$ cat config.mk
export PLATFORM = sky130hd
export DESIGN_NAME = mem_access_stage_flat
export DESIGN_NICKNAME = d
export VERILOG_FILES = /design/src/rtl/mem_access_stage_if.sv /design/src/rtl/mem_access_stage.sv /design/src/flat_wrapper.sv
export SDC_FILE = /design/constraint.sdc
export NUM_CORES = 1
export LEC_CHECK = 0
export ABC_AREA = 1
export CAP_MARGIN = 20
export CORE_MARGIN = 3
export CORE_UTILIZATION = 42
export DETAILED_ROUTE_END_ITERATION = 6
export GPL_TIMING_DRIVEN = 0
export PLACE_DENSITY = 0.77
export SLEW_MARGIN = 20
export SYNTH_ARGS = -nofsm -noshare
export SYNTH_HDL_FRONTEND = slang
export SYNTH_SLANG_ARGS = --single-unit
$ cat constraint.sdc
create_clock -name clk -period 6.9 [get_ports clk]
set_input_delay 0.69 -clock clk [delete_from_list [all_inputs] [get_ports clk]]
set_output_delay 0.69 -clock clk [all_outputs]
set_load 0.1 [all_outputs]
$ cat src/rtl/mem_access_stage_if.sv
// rtl/mem_access_stage_if.sv - upstream, data-memory and writeback signal bundle for mem_access_stage
interface mem_access_stage_if;
  // upstream (execute) side
  logic        in_valid;
  logic        in_ready;
  logic [31:0] in_instruction;
  logic [63:0] in_alu_output;
  logic [63:0] in_store_data;
  logic        in_memread;
  logic        in_memwrite;
  logic [4:0]  in_rd;
  logic        in_regwrite;

  // data-memory bus
  logic        mem_req_valid;
  logic        mem_req_ready;
  logic [63:0] mem_req_addr;
  logic        mem_req_wen;
  logic [63:0] mem_req_wdata;
  logic [7:0]  mem_req_wmask;
  logic        mem_resp_valid;
  logic [63:0] mem_resp_rdata;

  // writeback side
  logic        out_valid;
  logic        out_ready;
  logic [63:0] out_wb_data;
  logic [4:0]  out_rd;
  logic        out_regwrite;
  logic        out_misaligned;
  logic        out_bus_err;

  // the stage itself
  modport master (
    input  in_valid, in_instruction, in_alu_output, in_store_data,
           in_memread, in_memwrite, in_rd, in_regwrite,
    output in_ready,
    output mem_req_valid, mem_req_addr, mem_req_wen, mem_req_wdata, mem_req_wmask,
    input  mem_req_ready, mem_resp_valid, mem_resp_rdata,
    output out_valid, out_wb_data, out_rd, out_regwrite, out_misaligned, out_bus_err,
    input  out_ready
  );

  // execute stage, memory and writeback around the stage
  modport slave (
    output in_valid, in_instruction, in_alu_output, in_store_data,
           in_memread, in_memwrite, in_rd, in_regwrite,
    input  in_ready,
    input  mem_req_valid, mem_req_addr, mem_req_wen, mem_req_wdata, mem_req_wmask,
    output mem_req_ready, mem_resp_valid, mem_resp_rdata,
    input  out_valid, out_wb_data, out_rd, out_regwrite, out_misaligned, out_bus_err,
    output out_ready
  );
endinterface

$ cat src/rtl/mem_access_stage.sv
// rtl/mem_access_stage.sv - memory-access pipeline stage with aligned load/store bus transactions
module mem_access_stage #(
  parameter int TIMEOUT_CYCLES = 255
) (
  input logic              clk,
  input logic              rst,
  mem_access_stage_if.master bus
);

  localparam logic [1:0] S_IDLE = 2'd0;
  localparam logic [1:0] S_REQ  = 2'd1;
  localparam logic [1:0] S_WAIT = 2'd2;
  localparam logic [1:0] S_DONE = 2'd3;

  localparam logic [7:0] TIMEOUT_LIM = 8'(TIMEOUT_CYCLES);

  logic [1:0]  state;
  logic [7:0]  wait_cnt;

  // op context kept across the bus transaction
  logic        op_store;
  logic        op_unsigned;
  logic [1:0]  op_size;
  logic [2:0]  op_off;
  logic        op_regwrite;

  // request registers, stable for the whole REQ phase
  logic [63:0] req_addr;
  logic        req_wen;
  logic [63:0] req_wdata;
  logic [7:0]  req_wmask;

  // writeback registers, stable for the whole DONE phase
  logic [63:0] wb_data;
  logic [4:0]  wb_rd;
  logic        wb_regwrite;
  logic        wb_misaligned;
  logic        wb_bus_err;

  logic        in_ready_c;
  logic        accept;
  logic [2:0]  in_f3;
  logic [2:0]  in_off;
  logic        in_is_mem;
  logic        in_is_store;
  logic        in_misaligned;
  logic [7:0]  in_size_mask;
  logic [63:0] in_wdata;
  logic [7:0]  in_wmask;
  logic [63:0] ld_shift;
  logic [63:0] ld_ext;
  logic [7:0]  wait_cnt_next;
  logic        unused_bits;

  assign in_ready_c  = (state == S_IDLE) || ((state == S_DONE) && bus.out_ready);
  assign accept      = bus.in_valid && in_ready_c;
  assign in_f3       = bus.in_instruction[14:12];
  assign in_off      = bus.in_alu_output[2:0];
  assign in_is_mem   = bus.in_memread || bus.in_memwrite;
  // a load wins when both memread and memwrite are set
  assign in_is_store = bus.in_memwrite && !bus.in_memread;
  assign in_wdata    = bus.in_store_data << {in_off, 3'b000};
  assign in_wmask    = in_size_mask << in_off;
  assign ld_shift    = bus.mem_resp_rdata >> {op_off, 3'b000};
  assign wait_cnt_next = wait_cnt + 8'd1;
  assign unused_bits = ^{bus.in_instruction[31:15], bus.in_instruction[11:0]};

  // access size decode: byte-lane mask and natural-alignment test
  always_comb begin
    in_size_mask  = 8'h01;
    in_misaligned = 1'b0;
    case (in_f3[1:0])
      2'b00: in_size_mask = 8'h01;
      2'b01: begin
        in_size_mask  = 8'h03;
        in_misaligned = in_off[0];
      end
      2'b10: begin
        in_size_mask  = 8'h0F;
        in_misaligned = |in_off[1:0];
      end
      default: begin
        in_size_mask  = 8'hFF;
        in_misaligned = |in_off;
      end
    endcase
  end

  // pick the addressed bytes out of the doubleword and sign/zero extend
  always_comb begin
    ld_ext = ld_shift;
    case (op_size)
      2'b00: ld_ext = op_unsigned ? {56'b0, ld_shift[7:0]}  : {{56{ld_shift[7]}},  ld_shift[7:0]};
      2'b01: ld_ext = op_unsigned ? {48'b0, ld_shift[15:0]} : {{48{ld_shift[15]}}, ld_shift[15:0]};
      2'b10: ld_ext = op_unsigned ? {32'b0, ld_shift[31:0]} : {{32{ld_shift[31]}}, ld_shift[31:0]};
      default: ld_ext = ld_shift;
    endcase
  end

  // stage FSM: accept -> (REQ -> WAIT ->) DONE, with back-to-back accept out of DONE
  always_ff @(posedge clk or posedge rst) begin
    if (rst) begin
      state         <= S_IDLE;
      wait_cnt      <= 8'd0;
      op_store      <= 1'b0;
      op_unsigned   <= 1'b0;
      op_size       <= 2'b00;
      op_off        <= 3'b000;
      op_regwrite   <= 1'b0;
      req_addr      <= 64'd0;
      req_wen       <= 1'b0;
      req_wdata     <= 64'd0;
      req_wmask     <= 8'd0;
      wb_data       <= 64'd0;
      wb_rd         <= 5'd0;
      wb_regwrite   <= 1'b0;
      wb_misaligned <= 1'b0;
      wb_bus_err    <= 1'b0;
    end else if (accept) begin
      op_store      <= in_is_store;
      op_unsigned   <= in_f3[2];
      op_size       <= in_f3[1:0];
      op_off        <= in_off;
      op_regwrite   <= bus.in_regwrite;
      wb_rd         <= bus.in_rd;
      wb_data       <= bus.in_alu_output;
      wb_regwrite   <= 1'b0;
      wb_misaligned <= 1'b0;
      wb_bus_err    <= 1'b0;
      if (!in_is_mem) begin
        state       <= S_DONE;
        wb_regwrite <= bus.in_regwrite;
      end else if (in_misaligned) begin
        // faulting access never reaches the bus; report the address instead
        state         <= S_DONE;
        wb_misaligned <= 1'b1;
      end else begin
        state     <= S_REQ;
        req_addr  <= {bus.in_alu_output[63:3], 3'b000};
        req_wen   <= in_is_store;
        req_wdata <= in_is_store ? in_wdata : 64'd0;
        req_wmask <= in_is_store ? in_wmask : 8'd0;
      end
    end else begin
      case (state)
        S_REQ: begin
          if (bus.mem_req_ready) begin
            state    <= S_WAIT;
            wait_cnt <= 8'd0;
          end
        end
        S_WAIT: begin
          if (bus.mem_resp_valid) begin
            state       <= S_DONE;
            wb_data     <= op_store ? 64'd0 : ld_ext;
            wb_regwrite <= op_store ? 1'b0 : op_regwrite;
          end else if (wait_cnt_next == TIMEOUT_LIM) begin
            // no response: abort with a bus error and suppress the register write
            state       <= S_DONE;
            wb_data     <= 64'd0;
            wb_regwrite <= 1'b0;
            wb_bus_err  <= 1'b1;
          end else begin
            wait_cnt <= wait_cnt_next;
          end
        end
        S_DONE: begin
          if (bus.out_ready) begin
            state <= S_IDLE;
          end
        end
        default: state <= S_IDLE;
      endcase
    end
  end

  assign bus.in_ready       = in_ready_c;
  assign bus.mem_req_valid  = (state == S_REQ);
  assign bus.mem_req_addr   = req_addr;
  assign bus.mem_req_wen    = req_wen;
  assign bus.mem_req_wdata  = req_wdata;
  assign bus.mem_req_wmask  = req_wmask;
  assign bus.out_valid      = (state == S_DONE);
  assign bus.out_wb_data    = wb_data;
  assign bus.out_rd         = wb_rd;
  assign bus.out_regwrite   = wb_regwrite;
  assign bus.out_misaligned = wb_misaligned;
  assign bus.out_bus_err    = wb_bus_err;

endmodule

$ cat src/flat_wrapper.sv
// flat-port wrapper written by rule: the top's interface ports become plain ports
module mem_access_stage_flat 
#(
  parameter int TIMEOUT_CYCLES = 255
)
  (clk, rst, bus_in_valid, bus_in_instruction, bus_in_alu_output, bus_in_store_data, bus_in_memread, bus_in_memwrite, bus_in_rd, bus_in_regwrite, bus_in_ready, bus_mem_req_valid, bus_mem_req_addr, bus_mem_req_wen, bus_mem_req_wdata, bus_mem_req_wmask, bus_mem_req_ready, bus_mem_resp_valid, bus_mem_resp_rdata, bus_out_valid, bus_out_wb_data, bus_out_rd, bus_out_regwrite, bus_out_misaligned, bus_out_bus_err, bus_out_ready);
  mem_access_stage_if bus_i ();
  input logic clk;
  input logic rst;
  input wire logic [$bits(bus_i.in_valid)-1:0] bus_in_valid;
  input wire logic [$bits(bus_i.in_instruction)-1:0] bus_in_instruction;
  input wire logic [$bits(bus_i.in_alu_output)-1:0] bus_in_alu_output;
  input wire logic [$bits(bus_i.in_store_data)-1:0] bus_in_store_data;
  input wire logic [$bits(bus_i.in_memread)-1:0] bus_in_memread;
  input wire logic [$bits(bus_i.in_memwrite)-1:0] bus_in_memwrite;
  input wire logic [$bits(bus_i.in_rd)-1:0] bus_in_rd;
  input wire logic [$bits(bus_i.in_regwrite)-1:0] bus_in_regwrite;
  output wire logic [$bits(bus_i.in_ready)-1:0] bus_in_ready;
  output wire logic [$bits(bus_i.mem_req_valid)-1:0] bus_mem_req_valid;
  output wire logic [$bits(bus_i.mem_req_addr)-1:0] bus_mem_req_addr;
  output wire logic [$bits(bus_i.mem_req_wen)-1:0] bus_mem_req_wen;
  output wire logic [$bits(bus_i.mem_req_wdata)-1:0] bus_mem_req_wdata;
  output wire logic [$bits(bus_i.mem_req_wmask)-1:0] bus_mem_req_wmask;
  input wire logic [$bits(bus_i.mem_req_ready)-1:0] bus_mem_req_ready;
  input wire logic [$bits(bus_i.mem_resp_valid)-1:0] bus_mem_resp_valid;
  input wire logic [$bits(bus_i.mem_resp_rdata)-1:0] bus_mem_resp_rdata;
  output wire logic [$bits(bus_i.out_valid)-1:0] bus_out_valid;
  output wire logic [$bits(bus_i.out_wb_data)-1:0] bus_out_wb_data;
  output wire logic [$bits(bus_i.out_rd)-1:0] bus_out_rd;
  output wire logic [$bits(bus_i.out_regwrite)-1:0] bus_out_regwrite;
  output wire logic [$bits(bus_i.out_misaligned)-1:0] bus_out_misaligned;
  output wire logic [$bits(bus_i.out_bus_err)-1:0] bus_out_bus_err;
  input wire logic [$bits(bus_i.out_ready)-1:0] bus_out_ready;
  assign bus_i.in_valid = bus_in_valid;
  assign bus_i.in_instruction = bus_in_instruction;
  assign bus_i.in_alu_output = bus_in_alu_output;
  assign bus_i.in_store_data = bus_in_store_data;
  assign bus_i.in_memread = bus_in_memread;
  assign bus_i.in_memwrite = bus_in_memwrite;
  assign bus_i.in_rd = bus_in_rd;
  assign bus_i.in_regwrite = bus_in_regwrite;
  assign bus_in_ready = bus_i.in_ready;
  assign bus_mem_req_valid = bus_i.mem_req_valid;
  assign bus_mem_req_addr = bus_i.mem_req_addr;
  assign bus_mem_req_wen = bus_i.mem_req_wen;
  assign bus_mem_req_wdata = bus_i.mem_req_wdata;
  assign bus_mem_req_wmask = bus_i.mem_req_wmask;
  assign bus_i.mem_req_ready = bus_mem_req_ready;
  assign bus_i.mem_resp_valid = bus_mem_resp_valid;
  assign bus_i.mem_resp_rdata = bus_mem_resp_rdata;
  assign bus_out_valid = bus_i.out_valid;
  assign bus_out_wb_data = bus_i.out_wb_data;
  assign bus_out_rd = bus_i.out_rd;
  assign bus_out_regwrite = bus_i.out_regwrite;
  assign bus_out_misaligned = bus_i.out_misaligned;
  assign bus_out_bus_err = bus_i.out_bus_err;
  assign bus_i.out_ready = bus_out_ready;
  mem_access_stage #(.TIMEOUT_CYCLES(TIMEOUT_CYCLES)) u_core (.clk(clk), .rst(rst), .bus(bus_i));
endmodule
After elaboration in Yosys (flattened, before gate mapping)

Cells that the tools add are included.

$add $sub $neg: 1
Eq/ne operators: 15
Shifts and indexed selects: 3
Mux-type cells: 37
Bitwise gates (word level): 2
Reductions and logical operators: 20

Operators by type and width:

| cell                  | count |
|---|---|
| $mux W64              | 9 |
| $pmux W64 S3          | 1 |
| $shl A64 B6 Y64       | 1 |
| $shr A64 B6 Y64       | 1 |
| $mux W8               | 4 |
| $pmux W8 S3           | 1 |
| $pmux W8 S2           | 1 |
| $mux W2               | 7 |
| $mux W1               | 12 |
| $reduce_and A3 Y1     | 3 |
| $add A8 B1 Y8 const B | 1 |
| $eq A2 B2 Y1 const B  | 4 |
| $eq A8 B8 Y1 const B  | 1 |
| $shl A8 B3 Y8         | 1 |
| $eq A2 B1 Y1 const B  | 3 |
| $logic_not A2 Y1      | 3 |
| $ne A3 B1 Y1 const B  | 2 |
| $pmux W2 S3           | 1 |
| $reduce_bool A2 Y1    | 3 |
| $reduce_and A5 Y1     | 1 |
| $ne A2 B1 Y1 const B  | 2 |
| $ne A2 B2 Y1 const B  | 2 |
| $ne A4 B2 Y1 const B  | 1 |
| $logic_and A1 B1 Y1   | 3 |
| 8 further kinds       | 10 |

Flip-flop bits (word level): 224
Bits of input ports: 238
Output and inout port bits: 212
Logic and storage cells: 94

Depth between registers and ports, before layout

Word-level depth: 7
Depth in mapped cells: 14
Gate-level depth less buffers: 12

Worst setup path after synthesis

No wires, ideal clock.

Kind: register to register
Start: register u_core.state[0]
End: register u_core.wb_data[32] (netlist: u_core.bus.out_wb_data[32])
Setup time: 0.120 ns
Data arrival time: 3.076 ns
Required time: 6.780 ns
Path slack: 3.704 ns
Cell stages (with the launch flop): 13
Buffers on the path: 1
Clock period less this slack: 3.196 ns
Path through: dfrtp_1 ha_1 a21o_1 nand2_1 nand2_1 nor2_2 inv_1 clkbuf_1 a21oi_1 o21ai_1 nand2_1 nand2_1 nand2_1

Word-level cells in the longest chain between the ends: 6
Elaborated cells between the ends (all ways): 10
Those cells by class: eq/ne: 2; mux: 1; reduce/logical: 7

RTL lines:

| item                                                               | RTL line                | text |
|---|---|---|
| start: declaration                                                 | mem_access_stage.sv:17  | `logic [1:0] state;` |
| start signal: assignment                                           | mem_access_stage.sv:103 | `state <= S_IDLE;` |
| start signal: assignment                                           | mem_access_stage.sv:131 | `state <= S_DONE;` |
| start signal: assignment                                           | mem_access_stage.sv:135 | `state <= S_DONE;` |
| $eq A2 B2 Y1 (*)                                                   | --                      |  |
| via bus_out_valid                                                  | flat_wrapper.sv:27      | `output wire logic [$bits(bus_i.out_valid)-1:0] bus_out_valid;` |
| $logic_and A1 B1 Y1 (*)                                            | mem_access_stage.sv:55  | `assign in_ready_c = (state == S_IDLE) \|\| ((state == S_DONE) && bus.out_ready);` |
| $logic_or A1 B1 Y1 (*)                                             | mem_access_stage.sv:55  |  |
| via bus_in_ready                                                   | flat_wrapper.sv:18      | `output wire logic [$bits(bus_i.in_ready)-1:0] bus_in_ready;` |
| $logic_and A1 B1 Y1 (*)                                            | mem_access_stage.sv:56  | `assign accept = bus.in_valid && in_ready_c;` |
| $reduce_bool A3 Y1 (no line) or $reduce_bool A2 Y1 (tied branches) | --                      |  |
| $reduce_and A2 Y1 (no line)                                        | --                      |  |
| end signal: assignment                                             | mem_access_stage.sv:126 | `wb_data <= bus.in_alu_output;` |
| end signal: assignment                                             | mem_access_stage.sv:155 | `wb_data <= op_store ? 64'd0 : ld_ext;` |
| end: declaration                                                   | mem_access_stage.sv:34  | `logic [63:0] wb_data;` |

Mark *: on every way through the listed nets, which the timed path passes. The rest lies on a longest branch.
A chain may end at the register's enable or synchronous reset.

Worst setup path after layout

Start: register u_core.state[1]
End: output port bus_in_ready

Word-level cells in the longest chain between the ends: 3
Elaborated cells between the ends (all ways): 4
Those cells by class: eq/ne: 1; reduce/logical: 3

RTL lines:

| item                   | RTL line |
|---|---|
| $eq A2 B2 Y1           | mem_access_stage.sv:55 |
| $logic_and A1 B1 Y1    | mem_access_stage.sv:55 |
| $logic_or A1 B1 Y1 (*) | mem_access_stage.sv:55 |
| end: declaration       | flat_wrapper.sv:18 |

Mark *: on every way between the ends. The rest lies on a longest branch, timed or not.

==> key figures <==
Run status
  – Status: complete, no violations

Detailed routing
  – Vias/cell: 5.56
  – 1st-iter DRT viols: 1487
  – Pre-antenna DRT Iters: 5
  – Post-route ant nets: 0
  – Residual DRC: 0
  – Via count: 15900
  – Per-cell routed wire length: 22.8 um
  – Post-Route WL: 65.1 mm

Worst setup path
  – CP max FO: 4
  – Critical path buffers and inverters: 1
  – Crit path capture type: primary output
  – Setup crit start kind: flop
  – Critical path class: flop to primary output
  – Crit-path slowest cell: clkdlybuf4s50_1
  – Crit-path leading delay family: buffers and inverters
  – WP data required: 6210 ps
  – Crit-path cells: ha_1, a21o_1, clkdlybuf4s50_1
  – Largest stage delay, worst path: 1130 ps
  – Arr. time, crit path: 2500 ps

Floorplan
  – Initial Util: 0.428
  – Die height: 186 um
  – Io pins: 450
  – Core area: 0.0316 sq mm
  – Chip Width: 186 um
  – Core Rows: 65
  – Full die area: 0.0344 sq mm

Synthesis
  – #FFs+latches synth: 224
  – Sequential area share after synthesis: 0.414
  – Cells after synthesis: 1994
  – Synth Cell Area: 0.0135 sq mm
  – Synth async-reset ratio: 1.00
  – Synth warn: 0
  – Cell variety after synth: 37
  – Number of synthesized flops with an enable pin: 0
  – Top FF cell, synth: dfrtp_1
  – Syn Area/Cell: 6.79 sq um

Cells and area
  – Area Overhead vs Synth: 41.0%
  – Nets: 2684
  – Design area: 0.0191 sq mm
  – Share of cells above drive strength 1: 0.0627
  – Post-route insts no fill: 2859
  – Post-layout util: 0.603

Global routing
  – Global-route usage over all layers: 0.365
  – Largest net degree at the start of global routing: 95
  – Vias in the first global route: 15300
  – Initial antenna violation count: 2
  – Global-route wire length before repair: 94.8 mm
  – Gr ovfl total: 0

Placement
  – DP Area: 0.0183 sq mm
  – IO buf count: 415
  – Cells after DPL: 2815
  – GPL Wtd Cong: 0.988
  – Pre-CTS WS: 3500 ps
  – DP Wirelength: 51.9 mm

CTS
  – Clock buffer count from CTS: 25
  – Worst skew pair latency: 540 ps
  – Htree depth: 1
  – Post-CTS Setup Bufs: 0
  – CTS root buf: clkbuf_16
  – TritonCTS clock tree: yes
  – Post_cts resized: 0
  – Clk slew on worst S/H paths: 60 ps
  – Total clock sinks: 224
  – CTS Hold Bufs: 0
  – Max Buffers Root-to-Sink: 3

Power
  – PD cells: 575 mW/mm^2
  – Leakage power total: 9.46 nW
  – Peak supply drop: 0.388 mV

STA
  – Setup TNS: 0 ps
  – Final hold viol count: 0
  – Slew margin rel.: 0.260
  – Post-layout minimum cycle time: 3190 ps
  – Achievable Freq: 314 MHz
  – Setup Skew: 11.3 ps
  – Unrepaired setup endpoints after global routing: false
  – Worst Tran Pin Value: 1110 ps
  – Max Slew Vio Count: 0
  – Final setup viols: 0
  – Fin crit share: 0.462
  – Final WS setup: 3710 ps

Worst hold path
  – Hold WC Path Type: flop to flop

Flow run
  – Max cap viols: 0
state kept, by name (all words and copies together), names as in the netlist:
register,count
u_core.bus.out_rd,5
u_core.op_size,2
u_core.bus.out_regwrite,1
u_core.bus.mem_req_wmask,8
u_core.op_off,3
u_core.bus.mem_req_addr,61
u_core.bus.out_bus_err,1
u_core.bus.out_wb_data,64
u_core.wait_cnt,8
u_core.bus.mem_req_wdata,64
u_core.bus.mem_req_wen,1
u_core.op_unsigned,1
u_core.op_store,1
u_core.op_regwrite,1
u_core.state,2
u_core.bus.out_misaligned,1
cell usage after synthesis (3+ instances only):
cell      instances  share of area
o21ai_1          53          0.020
inv_2             9         0.0025
nor2_2            4         0.0018
a22o_1           46          0.030
o211ai_1         14         0.0078
or2_2             5         0.0023
o21ai_0         113          0.042
mux2i_1          12         0.0089
nand3_1         183          0.068
dfrtp_1         224           0.41
buf_4             7         0.0039
buf_1            22         0.0061
nor2_1           78          0.022
nand2_1         950           0.26
a21oi_1          60          0.022
buf_2            49          0.018
clkbuf_1         52          0.014
ha_1              6         0.0055
inv_1            56          0.016
buf_6            14          0.012
nand3_2           3         0.0022
nand2_2          15         0.0069
metal layers:
metal | wire, um | vias up | part of all wire | track usage
met2 | 31200 | 898 | 0.48 | 0.626
met5 | 7 | - | 0.00011 | 0
met4 | 3280 | 2 | 0.050 | 0.161
li1 | - | 7293 | - | -
met1 | 24700 | 7519 | 0.38 | 0.446
met3 | 5900 | 171 | 0.091 | 0.0747
metrics by stage:
| step | hold slack (ps) | total power [mW] |
|---|---|---|
| 6_report | 472 | 11.0 |
| 5_1_grt | 491 | 11.4 |
| 4_1_cts | 473 | 10.9 |
| 3_5_place_dp | 459 | 9.56 |
| 3_3_place_gp | 456 | 9.51 |
| 2_1_floorplan | 471 | 7.36 |
power breakdown:
part	internal, mW	leakage [nW]	switching (mW)	total [mW]
clock	0.771	0.403	0.574	1.34
combinational	1.74	6.13	5.80	7.54
sequential	1.79	2.93	0.303	2.09
final cells by class:
class | count | area [sq um]
tap | 402 | 503
buffer | 144 | 733
timing repair buffer | 417 | 4210
sequential | 224 | 5610
inverter | 65 | 251
clock inverter | 9 | 95.1
multi-input combinational | 1563 | 6960
antenna | 1 | 2.50
clock buffer | 34 | 719
fill | 2919 | 12600
cells by family (layout without fill, tap and decap cells):
logic type      Yosys count  after routing  synth area share
simple gates           1246           1246             0.371
compound gates          293            293             0.126
flops                   224            224             0.414
buf+inv                 209            669            0.0722
mux                      12             12           0.00887
fa+ha+maj                 6              6           0.00555
xor+xnor                  3              3           0.00194
other cells               1              4          0.000277
cells in the final DEF (no fill, tap or decap), drive strengths merged, types with 2 or more instances in the layout:
cell / count
conb: 3
xor2: 2
o211ai: 14
clkinv: 5
nand2: 965
inv: 67
clkdlybuf4s50: 415
nand3: 187
buf: 94
nand4: 2
or2: 6
o21ai: 167
ha: 6
a22o: 46
mux2i: 12
nor2: 84
dfrtp: 224
a21oi: 60
clkbuf: 86
o31ai: 2
path summary, 6_finish.rpt:
kind                                                             start                                       to  slack (ps)  depth (start not counted)
max in group asynchronous                                          rst             u_core.op_off[1]$_DFFE_PP0P_        5560                          3
min in group asynchronous                                          rst  u_core.bus.mem_req_wdata[5]$_DFFE_PP0P_         540                          2
worst min register to register  u_core.bus.out_wb_data[22]$_DFFE_PP0P_   u_core.bus.out_wb_data[22]$_DFFE_PP0P_         470                          2
worst max-delay path                       u_core.state[1]$_DFFE_PP0P_                             bus_in_ready        3710                          3
worst max register to register             u_core.state[1]$_DFFE_PP0P_   u_core.bus.out_wb_data[32]$_DFFE_PP0P_        4320                         12
worst min-delay path            u_core.bus.out_wb_data[22]$_DFFE_PP0P_   u_core.bus.out_wb_data[22]$_DFFE_PP0P_         470                          2
tightest hold or removal path, cell delays in order (launching register included):
cell	delay, ps
dfrtp_1	340
nand2_1	50
nand2_1	40
No activity file was read; power rests on OpenSTA's default activity.
